File: src/rtl/branch_ctrl_fsm.sv
// branch_ctrl_fsm
//   Multicycle sub-FSM beside the main control unit that owns branch and
//   jump instructions (beq/bne/ble/bgt/j/jal). The main FSM hands over with a
//   one-cycle start after decode; this block drives the ALU, PC-source and
//   PC-write enables, then returns a one-cycle done.
//
//   Optional build macro: BRANCH_JAL_EN
//     defined     : opcode 0x03 (jal) runs IDLE -> LINK -> JUMP
//     not defined : LINK is not built, 0x03 is illegal, link_write tied to 0
//
// Ports
//   clk            system clock, rising edge
//   reset          asynchronous, active-high reset
//   start          one-cycle request, sampled only in IDLE
//   opcode         instruction opcode, valid with start
//   branch_ctrl    condition select: 00 gt, 01 not_gt, 10 not_eq, 11 eq
//   pc_write_cond  conditional PC write enable
//   pc_write       unconditional PC write enable
//   alu_src_a      1 = A register
//   alu_src_b      00 = B register
//   alu_op         010 = subtract, 000 otherwise
//   pc_source      01 = ALUOut (branch target), 10 = jump address
//   link_write     write PC to $31 (jal)
//   busy           high in any state other than IDLE
//   done           one-cycle completion pulse
//   illegal        one-cycle pulse for an unsupported opcode
//   branch_count   number of conditional branches resolved (wraps)
//
// state   | meaning
// --------+-----------------------------------------------------------
// IDLE    | waiting for start; captures opcode
// COMPARE | ALU computes A-B so the flags are ready for the condition mux
// RESOLVE | conditional PC write to branch target, done, count++
// LINK    | jal only: write return address to $31
// JUMP    | unconditional PC write to jump address, done
// ERR     | unsupported opcode: illegal + done, no PC write

module branch_ctrl_fsm #(
   parameter int OP_WIDTH  = 6,
   parameter int CNT_WIDTH = 16
) (
   input  logic                 clk,
   input  logic                 reset,
   input  logic                 start,
   input  logic [OP_WIDTH-1:0]  opcode,
   output logic [1:0]           branch_ctrl,
   output logic                 pc_write_cond,
   output logic                 pc_write,
   output logic                 alu_src_a,
   output logic [1:0]           alu_src_b,
   output logic [2:0]           alu_op,
   output logic [1:0]           pc_source,
   output logic                 link_write,
   output logic                 busy,
   output logic                 done,
   output logic                 illegal,
   output logic [CNT_WIDTH-1:0] branch_count
);

   localparam logic [2:0] S_IDLE    = 3'd0;
   localparam logic [2:0] S_COMPARE = 3'd1;
   localparam logic [2:0] S_RESOLVE = 3'd2;
   localparam logic [2:0] S_JUMP    = 3'd4;
   localparam logic [2:0] S_ERR     = 3'd5;
`ifdef BRANCH_JAL_EN
   localparam logic [2:0] S_LINK    = 3'd3;
   localparam logic [OP_WIDTH-1:0] OP_JAL = OP_WIDTH'(8'h03);
`endif

   localparam logic [OP_WIDTH-1:0] OP_J   = OP_WIDTH'(8'h02);
   localparam logic [OP_WIDTH-1:0] OP_BEQ = OP_WIDTH'(8'h04);
   localparam logic [OP_WIDTH-1:0] OP_BNE = OP_WIDTH'(8'h05);
   localparam logic [OP_WIDTH-1:0] OP_BLE = OP_WIDTH'(8'h06);
   localparam logic [OP_WIDTH-1:0] OP_BGT = OP_WIDTH'(8'h07);

   logic [2:0]           state;
   logic [2:0]           state_nxt;
   logic [OP_WIDTH-1:0]  opcode_q;
   logic [CNT_WIDTH-1:0] count_q;
   logic                 accept;
   logic                 is_branch;

   assign accept    = (state == S_IDLE) && start;
   assign is_branch = (opcode == OP_BEQ) || (opcode == OP_BNE) ||
                      (opcode == OP_BLE) || (opcode == OP_BGT);

   always_ff @(posedge clk or posedge reset) begin
      if (reset) begin
         state <= S_IDLE;
      end else begin
         state <= state_nxt;
      end
   end

   // Only branch opcodes are captured, so branch_ctrl keeps its last branch
   // condition across jumps and illegal opcodes (pc_write_cond is 0 then).
   always_ff @(posedge clk or posedge reset) begin
      if (reset) begin
         opcode_q <= '0;
      end else if (accept && is_branch) begin
         opcode_q <= opcode;
      end
   end

   always_ff @(posedge clk or posedge reset) begin
      if (reset) begin
         count_q <= '0;
      end else if (state == S_RESOLVE) begin
         count_q <= count_q + CNT_WIDTH'(1);
      end
   end

   assign branch_count = count_q;

   always_comb begin
      state_nxt = state;
      case (state)
         S_IDLE: begin
            if (start) begin
               if (is_branch) begin
                  state_nxt = S_COMPARE;
               end else if (opcode == OP_J) begin
                  state_nxt = S_JUMP;
`ifdef BRANCH_JAL_EN
               end else if (opcode == OP_JAL) begin
                  state_nxt = S_LINK;
`endif
               end else begin
                  state_nxt = S_ERR;
               end
            end
         end
         S_COMPARE: state_nxt = S_RESOLVE;
         S_RESOLVE: state_nxt = S_IDLE;
`ifdef BRANCH_JAL_EN
         S_LINK:    state_nxt = S_JUMP;
`endif
         S_JUMP:    state_nxt = S_IDLE;
         S_ERR:     state_nxt = S_IDLE;
         default:   state_nxt = S_IDLE;
      endcase
   end

   always_comb begin
      pc_write_cond = 1'b0;
      pc_write      = 1'b0;
      alu_src_a     = 1'b0;
      alu_src_b     = 2'b00;
      alu_op        = 3'b000;
      pc_source     = 2'b00;
      link_write    = 1'b0;
      done          = 1'b0;
      illegal       = 1'b0;
      busy          = (state != S_IDLE);
      case (state)
         S_COMPARE: begin
            alu_src_a = 1'b1;
            alu_src_b = 2'b00;
            alu_op    = 3'b010;
         end
         S_RESOLVE: begin
            pc_write_cond = 1'b1;
            pc_source     = 2'b01;
            done          = 1'b1;
         end
`ifdef BRANCH_JAL_EN
         S_LINK: begin
            link_write = 1'b1;
         end
`endif
         S_JUMP: begin
            pc_write  = 1'b1;
            pc_source = 2'b10;
            done      = 1'b1;
         end
         S_ERR: begin
            illegal = 1'b1;
            done    = 1'b1;
         end
         default: ;
      endcase
   end

   always_comb begin
      case (opcode_q)
         OP_BEQ:  branch_ctrl = 2'b11;
         OP_BNE:  branch_ctrl = 2'b10;
         OP_BLE:  branch_ctrl = 2'b01;
         OP_BGT:  branch_ctrl = 2'b00;
         default: branch_ctrl = 2'b00;
      endcase
   end

endmodule
File: config.mk
export PLATFORM = sky130hd
export DESIGN_NAME = branch_ctrl_fsm
export DESIGN_NICKNAME = d
export VERILOG_FILES = /design/src/rtl/branch_ctrl_fsm.sv
export SDC_FILE = /design/constraint.sdc
export NUM_CORES = 1
export LEC_CHECK = 0
export CORE_MARGIN = 1
export CORE_UTILIZATION = 47
export DETAILED_ROUTE_END_ITERATION = 16
export PLACE_DENSITY_LB_ADDON = 0.05
export SYNTH_ARGS = -nofsm -noshare
export SYNTH_HDL_FRONTEND = slang
export SYNTH_SLANG_ARGS = --single-unit
File: constraint.sdc
create_clock -name clk -period 4.5 [get_ports clk]
set_clock_uncertainty 0.2 [all_clocks]
set_input_delay 1.35 -clock clk [delete_from_list [all_inputs] [get_ports clk]]
set_output_delay 1.35 -clock clk [all_outputs]
set_load 0.01 [all_outputs]
### After elaboration in Yosys (flattened, before gate mapping)

Index checks and enable logic that the tools add are counted.

* register bits: 25
* input bits: 9
* word-level logic and storage cells: 37

* add/subtract/negate cells: 1
* eq/ne operators: 13
* muxes and demuxes: 12
* reduce and logical (&&, ||, !) cells: 8

Operators by type and width (count)
* $eq A6 B3 Y1 const B: 7
* $add A16 B1 Y16 const B: 1
* $eq A3 B3 Y1 const B: 2
* $eq A6 B2 Y1 const B: 1
* $mux W1: 6
* $mux W3: 2
* $pmux W2 S3: 1
* $pmux W3 S2: 1
* $pmux W2 S2: 1
* $eq A3 B1 Y1 const B: 1
* $eq A3 B2 Y1 const B: 1
* $logic_not A3 Y1: 1
* $logic_or A1 B1 Y1: 3
* $reduce_bool A3 Y1: 1
* $reduce_or A3 Y1: 1
* $logic_and A1 B1 Y1: 2
* $mux W2: 1
* $ne A2 B2 Y1 const B: 1

### Longest topological paths before layout

* word-level depth: 7
* depth in mapped cells: 5
* mapped depth without buffers: 5

### Least setup slack after synthesis

No wires, ideal clock.

* kind: reg2out
* start: reg opcode_q[5]
* end: out branch_ctrl[0]
* arrival: 1.200 ns
* data required time: 2.950 ns
* slack: 1.750 ns
* stages on the path, launching flop included: 3
* buffers on the path: 0
* path through: dfrtp_1 -> or4b_2 -> nor2_1

* cells in the longest elaborated chain, start to end: 2
* elaborated cells on any way between the ends: 4
* classes of those cells: eq/ne: 3; mux: 1

RTL lines
* start, declared: RTL line 78 `logic [OP_WIDTH-1:0] opcode_q;`
* start signal, assigned: RTL line 101 `opcode_q <= opcode;`
* $eq A6 B3 Y1: RTL line 185 `case (opcode_q)`
* $pmux W2 S3 *: RTL line 185
* end, declared: RTL line 46 `output logic [1:0] branch_ctrl,`

Mark *: on every way between the ends. The rest lies on a longest branch, timed or not.

### Worst setup path after layout

* start: reg state[2]
* end: out done

* cells in the longest elaborated chain, start to end: 3
* elaborated cells on any way between the ends: 5
* classes of those cells: eq/ne: 3; mux: 1; reduce/logical: 1

RTL lines
* start, declared: RTL line 76 `logic [2:0] state;`
* start signal, assigned: RTL line 91 `state <= state_nxt;`
* $eq A3 B2 Y1 or $eq A3 B3 Y1 (tied branches): RTL line 155 `case (state)`
* $reduce_or A3 Y1 (no source line) *
* $mux W1 *: RTL line 155
* end, declared: RTL line 55 `output logic done,`

Marked as above.

==> summary.md <==
| Metric | Value |
|---|---|
| Core area | roughly 2300 sq um |
| Avg Cell Area, Syn | between 10 and 15 sq um |
| CP Capture Type | primary output |
| Post-CTS Setup Inserts | 0 |
| Unrepaired setup endpoints after global routing | false |
| Kind of start point of the critical path | flop |
| CTS tree | done |
| Top-count cell post-synth | dfrtp_1 |
| First-pass GRT wire length | approximately 3.4 mm |
| HPWL Detailed | approximately 1.5 mm |
| Resized cells post-CTS | 0 |
| VDD IR max | about 0.29 mV |
| Final nets | 149 |
| Relative slew margins | 37.7% |
| Adder-Cell Fraction of Synth Area | between 1 and 1.5% |
| Starting density of the core | about half |
| Number of global-route vias before repair | just under 800 |
| Library cells used by synthesis | 23 |
| Layout cells sized above 1 | between 8 and 9% |
| Final number of hold-violating endpoints | 0 |
| Die Ht | 51.7 um |
| Post-Synthesis Cells | 103 |
| Total power | around 0.64 mW |
| Via count of the routed design | just over 800 |
| Worst path required time | 2950 ps |
| First-pass DRT Iterations | 4 |
| Prevailing post-synth register cell | dfrtp_1 |
| Top post-synthesis cells by count | 25 x dfrtp_1, 11 x nor2_1, 9 x xnor2_1 |
| Area fraction of the dominant cell type after synthesis | 53.9% |
| Yosys warning total | 0 |
| Met3 GRT Util | between 2 and 3% |
| Num CTS Buffers | 3 |
| Register area share after synthesis | approximately 54% |
| Register bit total from synthesis | 25 |
| Pwr dens | roughly 420 nW/um^2 |
| Compound-gate portion of the synthesized area | less than 1% |
| XOR/XNOR Fraction of Synth Area | 11.3% |
| Max-cap violations | 0 |
| GRT Total Usage | 17.1% |
| CTS H-tree lvls | 1 |
| Antenna-violating nets left | 0 |
| PortBufs | 35 |
| Combinational family with the most area after synthesis | simple AND/OR/NAND/NOR gates |
| Largest net degree at the start of global routing | 26 |
| Top cells by area, synth | dfrtp_1 54%, xnor2_1 6.8%, buf_4 5.2% |
| Core Util, Final | between 60% and 70% |
| Met2 usage | approximately 29% |
| Status | completed |
| Worst min path class | flop to flop |
| Max Root-Sink Buffers | 2 |
| Multiplexer share of the synthesized area | 2.91% |
| GR peak layer | met2 |
| Routing usage on met1 | between 20% and 30% |
| Root Driver | clkbuf_4 |
| Final Routed Wirelength | approximately 2.0 mm |
| Worst-Skew Late Latency | 310 ps |
| Area growth, synth to finish | 31.7% |
| Core Rows | 17 |
| Setup CP Type | flop to primary output |
| Cell taking the most area after synthesis | dfrtp_1 |
| Ports | between 40 and 50 |
| Slew @ Worst Pin | between 900 and 1000 ps |
| GP Congestion | 0.667 |
| Setup TNS | 0 ps |
| CTS clk-pin slew, worst paths | about 130 ps |
| Chip width | slightly above 50 um |
| Fin cells | roughly 170 |
| Sink Count | 25 |
| Initial antenna violation count | 0 |
| Placed insts | roughly 160 |
| Via density | 4.89 |
| Hold buffer count at cts | 0 |
| WP data arrival | about 2100 ps |
| Total die area | 2670 sq um |
| Post-Syn Area | between 1000 and 1500 sq um |
| Final Cell Area | 1530 sq um |
| Peak fanout along the critical path | 13 |
| Detailed Route Iter0 Violations | 7 |
| Antenna cells | 0 |
| Static leakage | 0.700 nW |
| Global route total overflow | 0 |
| DRC viols | 0 |
| Slew Viols, Final | 0 |
| Fin crit share | 80.6% |
| Fraction of registers with async set/reset | 100% |
| Post-synth EDFFs | 0 |
| Max Clk Rate | about 280 MHz |
| Placed cell area | around 1500 sq um |
| Simple-gate share of the synthesized area | between 20% and 30% |
| Finish-stage setup viols | 0 |
| Period minus WS final | approximately 3600 ps |
| Avg WL per Cell | between 10 and 15 um |
registers in the layout, indices dropped and copies added, names as in the netlist:
name and flops:
state 3, opcode_q 6, branch_count 16
area by class of cell:
cell class                      count  area [sq um]
Timing Repair Buffer               35           350
Tap cell                           28          35.0
Clock buffer                        3          22.5
Fill cell                         193           748
Clock inverter                      1          5.00
Inverter                            4          15.0
Multi-Input combinational cell     70           474
Sequential cell                    25           626
cell families after synthesis:
family	Yosys count
simple gates	44
flops	25
xor+xnor	15
buf+inv	12
mux	3
compound gates	2
fa+ha+maj	1
other cells	1
path summary, 6_finish.rpt:
check	startpoint	endpoint	slack, ps	cells after the start
setup reg to reg	state[2]	branch_count[10]	2580	4
hold reg to reg	branch_count[15]	branch_count[15]	280	1
max in group asynchronous	reset	branch_count[1]	2200	2
setup / recovery	state[2]	done	870	3
hold / removal	branch_count[15]	branch_count[15]	280	1
min in group asynchronous	reset	opcode_q[4]	1330	2
worst max-delay path, cell delays in order, from the launching register on:
cell and delay (ps):
dfrtp_1 470, nor3b_4 570, nand2b_1 190, clkdlybuf4s50_1 540
routing by layer:
layer	wire [um]	part of all wire, %
met1	946	47
met2	925	46
met3	109	5.5
met4	15	0.75
met5	0	0
cells in the final DEF, fill, tap and decap left out, types with 4 or more instances in the layout:
cell type | Yosys | layout
xor2_1 | 6 | 6
inv_1 | 4 | 4
nand2_1 | 6 | 6
nor2_1 | 11 | 11
xnor2_1 | 9 | 9
dfrtp_1 | 25 | 25
nand2b_1 | 4 | 4
nand4_1 | 5 | 5
conb_1 | 1 | 5
clkdlybuf4s50_1 | 0 | 35
where the power goes:
| group | switching (mW) | internal, mW |
|---|---|---|
| clock | 0.0636 | 0.0331 |
| sequential | 0.0401 | 0.261 |
| combinational | 0.102 | 0.141 |
stage by stage:
stage | setup WS (ps) | hold slack, ps
global route | 763 | 286
finish | 875 | 277
CTS | 856 | 279
floorplan | 1750 | 225
detailed placement | 1230 | 251
global placement | 1270 | 257
Note: power is estimated with default switching activity, not from simulation.
==> RTL change, RTL diff (same flow settings) <==
Change the parameter `OP_WIDTH` from 6 to 7.
--- a/src/rtl/branch_ctrl_fsm.sv
+++ b/src/rtl/branch_ctrl_fsm.sv
@@ -37,5 +37,5 @@
 
 module branch_ctrl_fsm #(
-   parameter int OP_WIDTH  = 6,
+   parameter int OP_WIDTH  = 7,
    parameter int CNT_WIDTH = 16
 ) (
Ports: changed (resized opcode); port bits go from 41 to 42. The function was not compared with the original's and may differ.
==> RTL change against the unedited design <==
- final cell count up 1.2%
- area after synthesis up 2.4%
- power up 7.8%
- non-clock buffer count up 1
- first-iteration DRC count down 29%
- sequential cell count up 1
- wire length up 0.45%
- final area up 3.4%
- synthesized cell count up 1.9%
- setup slack better by 0.11 ns
- count of clock-buffer cells in the layout unchanged
- sequential power about the same
- highest routed layer unchanged
==> RTL change: results (changes against the unedited design) <==
Run status
  – Outcome: complete, no violations (unchanged)

GRT
  – Initial antenna violation count: 0 (unchanged)
  – First-pass GRT wire length: 3.236 mm (was 3.353 mm)
  – Vias in the first global route: 750 (was 771)
  – Total track usage: 0.1676 (was 0.1709)
  – Largest net degree at the start of global routing: 27 (was 26)

Clock tree
  – Worst-path clk slew: 0.14 ns
  – CTS Root Cell: clkbuf_4 (unchanged)
  – H-tree depth: 1 (unchanged)
  – Worst skew pair latency: 0.32 ns
  – Cts repair resizes: 0 (unchanged)

Route
  – DRC viols: 0 (unchanged)
  – Via-to-Cell Ratio: 4.976 (was 4.886)
  – WL per Instance: 11.94 um (was 12.03 um)
  – 1st-iter DRT viols: 5 (was 7)
  – DRT Pass-1 Iters: 4 (unchanged)

Placed design
  – DP Worst Slack: 1.270 ns (was 1.232 ns)
  – Final GP Congestion: 0.7733 (was 0.6665)
  – # port buffers: 36 (was 35)
  – Detailed Place HPWL: 1.522 mm (was 1.478 mm)
  – DP Area: 1526 um^2 (was 1500 um^2)
  – Cell total after placement: 164 (was 162)

Timing
  – Rel. slew slack: 0.3774 (was 0.3772)

Pwr
  – Leak: 0.7464 nW (was 0.6995 nW)
  – Int Pwr: 0.4900 mW (was 0.4353 mW)
  – VDD IR max: 0.3137 mV (was 0.2913 mV)

Yosys
  – Syn Inst Count: 105 (was 103)
  – Mux contribution to synthesized area: 0.02845 (was 0.02913)
  – Compound-Gate Fraction of Synth Area: 0.009484 (was 0.009709)
  – Post-synthesis xor/xnor area fraction: 0.1106 (was 0.1133)
  – Ys Warns: 0 (unchanged)
  – Post-synthesis async set-or-reset flop share: 1.000 (unchanged)
  – Top_reg_cell synth: dfrtp_1 (unchanged)
  – Cell variety after synth: 27 (was 23)
  – Dominant cells by area after synthesis: dfrtp_1 (55%), xnor2_1 (8.9%), buf_4 (5.1%) (was dfrtp_1 (54%), xnor2_1 (6.8%), buf_4 (5.2%))
  – Commonest cells post-synth: dfrtp_1 (26), xnor2_1 (12), buf_4 (8) (was dfrtp_1 (25), nor2_1 (11), xnor2_1 (9))
  – Synth Area in Adders: 0.01054 (was 0.01079)
  – Sequential fraction of the synthesis area: 0.5479 (was 0.5394)

Worst setup path
  – CP max stage cell: or4_1 (was nor3b_4)
  – Worst path max stage delay: 0.56 ns
  – WP data arrival: 1.96 ns (was 2.08 ns)
  – Critical Path Fanout Max: 2 (was 13)

Finish
  – Max reg flops: 16 (unchanged)
  – Final nets: 152 (was 149)
  – Final std cells w/o fill: 168 (was 166)
  – Multi-input combinational cell area: 452.9 um^2 (was 474.2 um^2)
  – Fill cells: 192 (was 193)
  – Layout cells sized above 1: 0.07857 (was 0.08696)

Min path
  – Hold Crit Class: register to register (unchanged)
[RTL change: cell count changes after synthesis, sizes merged, moves of 2 or more]
cell,delta
nor2,-4
xor2,-3
xnor2,+3
nor3,-2
nand3,+2
inv,+2
and3,-2
[RTL change: routing by layer]
metal,vias to the layer above,part of all wire,GRT usage
li1,405,-,-
met1,401,0.45,0.2041
met2,28,0.49,0.2821
met3,2,0.057,0.06087
met4,0,0.0040,0.03947
met5,-,0,0
[RTL change: power by group through the flow]
stage	Sequential [mW]	Clock [mW]	Combinational [mW]
6_report	0.301	0.159	0.231
5_1_grt	0.307	0.176	0.252
4_1_cts	0.301	0.164	0.235
3_5_place_dp	0.306	0	0.234
3_3_place_gp	0.304	0	0.231
2_1_floorplan	0.307	0	0.120
[RTL change: cell type report]
type	instances	share of cell area
Clock buffer	3	0.01426
Inverter	6	0.01743
Sequential cell	26	0.4120
Multi-Input combinational cell	68	0.2868
Timing Repair Buffer	36	0.2282
Tap cell	28	0.02219
Clock inverter	1	0.01902
[RTL change: critical path: cells and delay by family (launching register included)]
family        cells  cell delay, ns
buf+inv           1            0.55
flops             1            0.40
simple gates      2            0.69
[RTL change: final timing paths]
check | start | to | slack [ns] | depth (start not counted)
worst min-delay path | branch_count[15] | branch_count[15] | 0.29 | 1
max in group asynchronous | reset | opcode_q[5] | 2.21 | 2
worst max register to register | state[2] | branch_count[14] | 2.47 | 5
worst min register to register | branch_count[15] | branch_count[15] | 0.29 | 1
min in group asynchronous | reset | opcode_q[0] | 1.31 | 2
worst max-delay path | opcode_q[6] | branch_ctrl[0] | 0.99 | 3
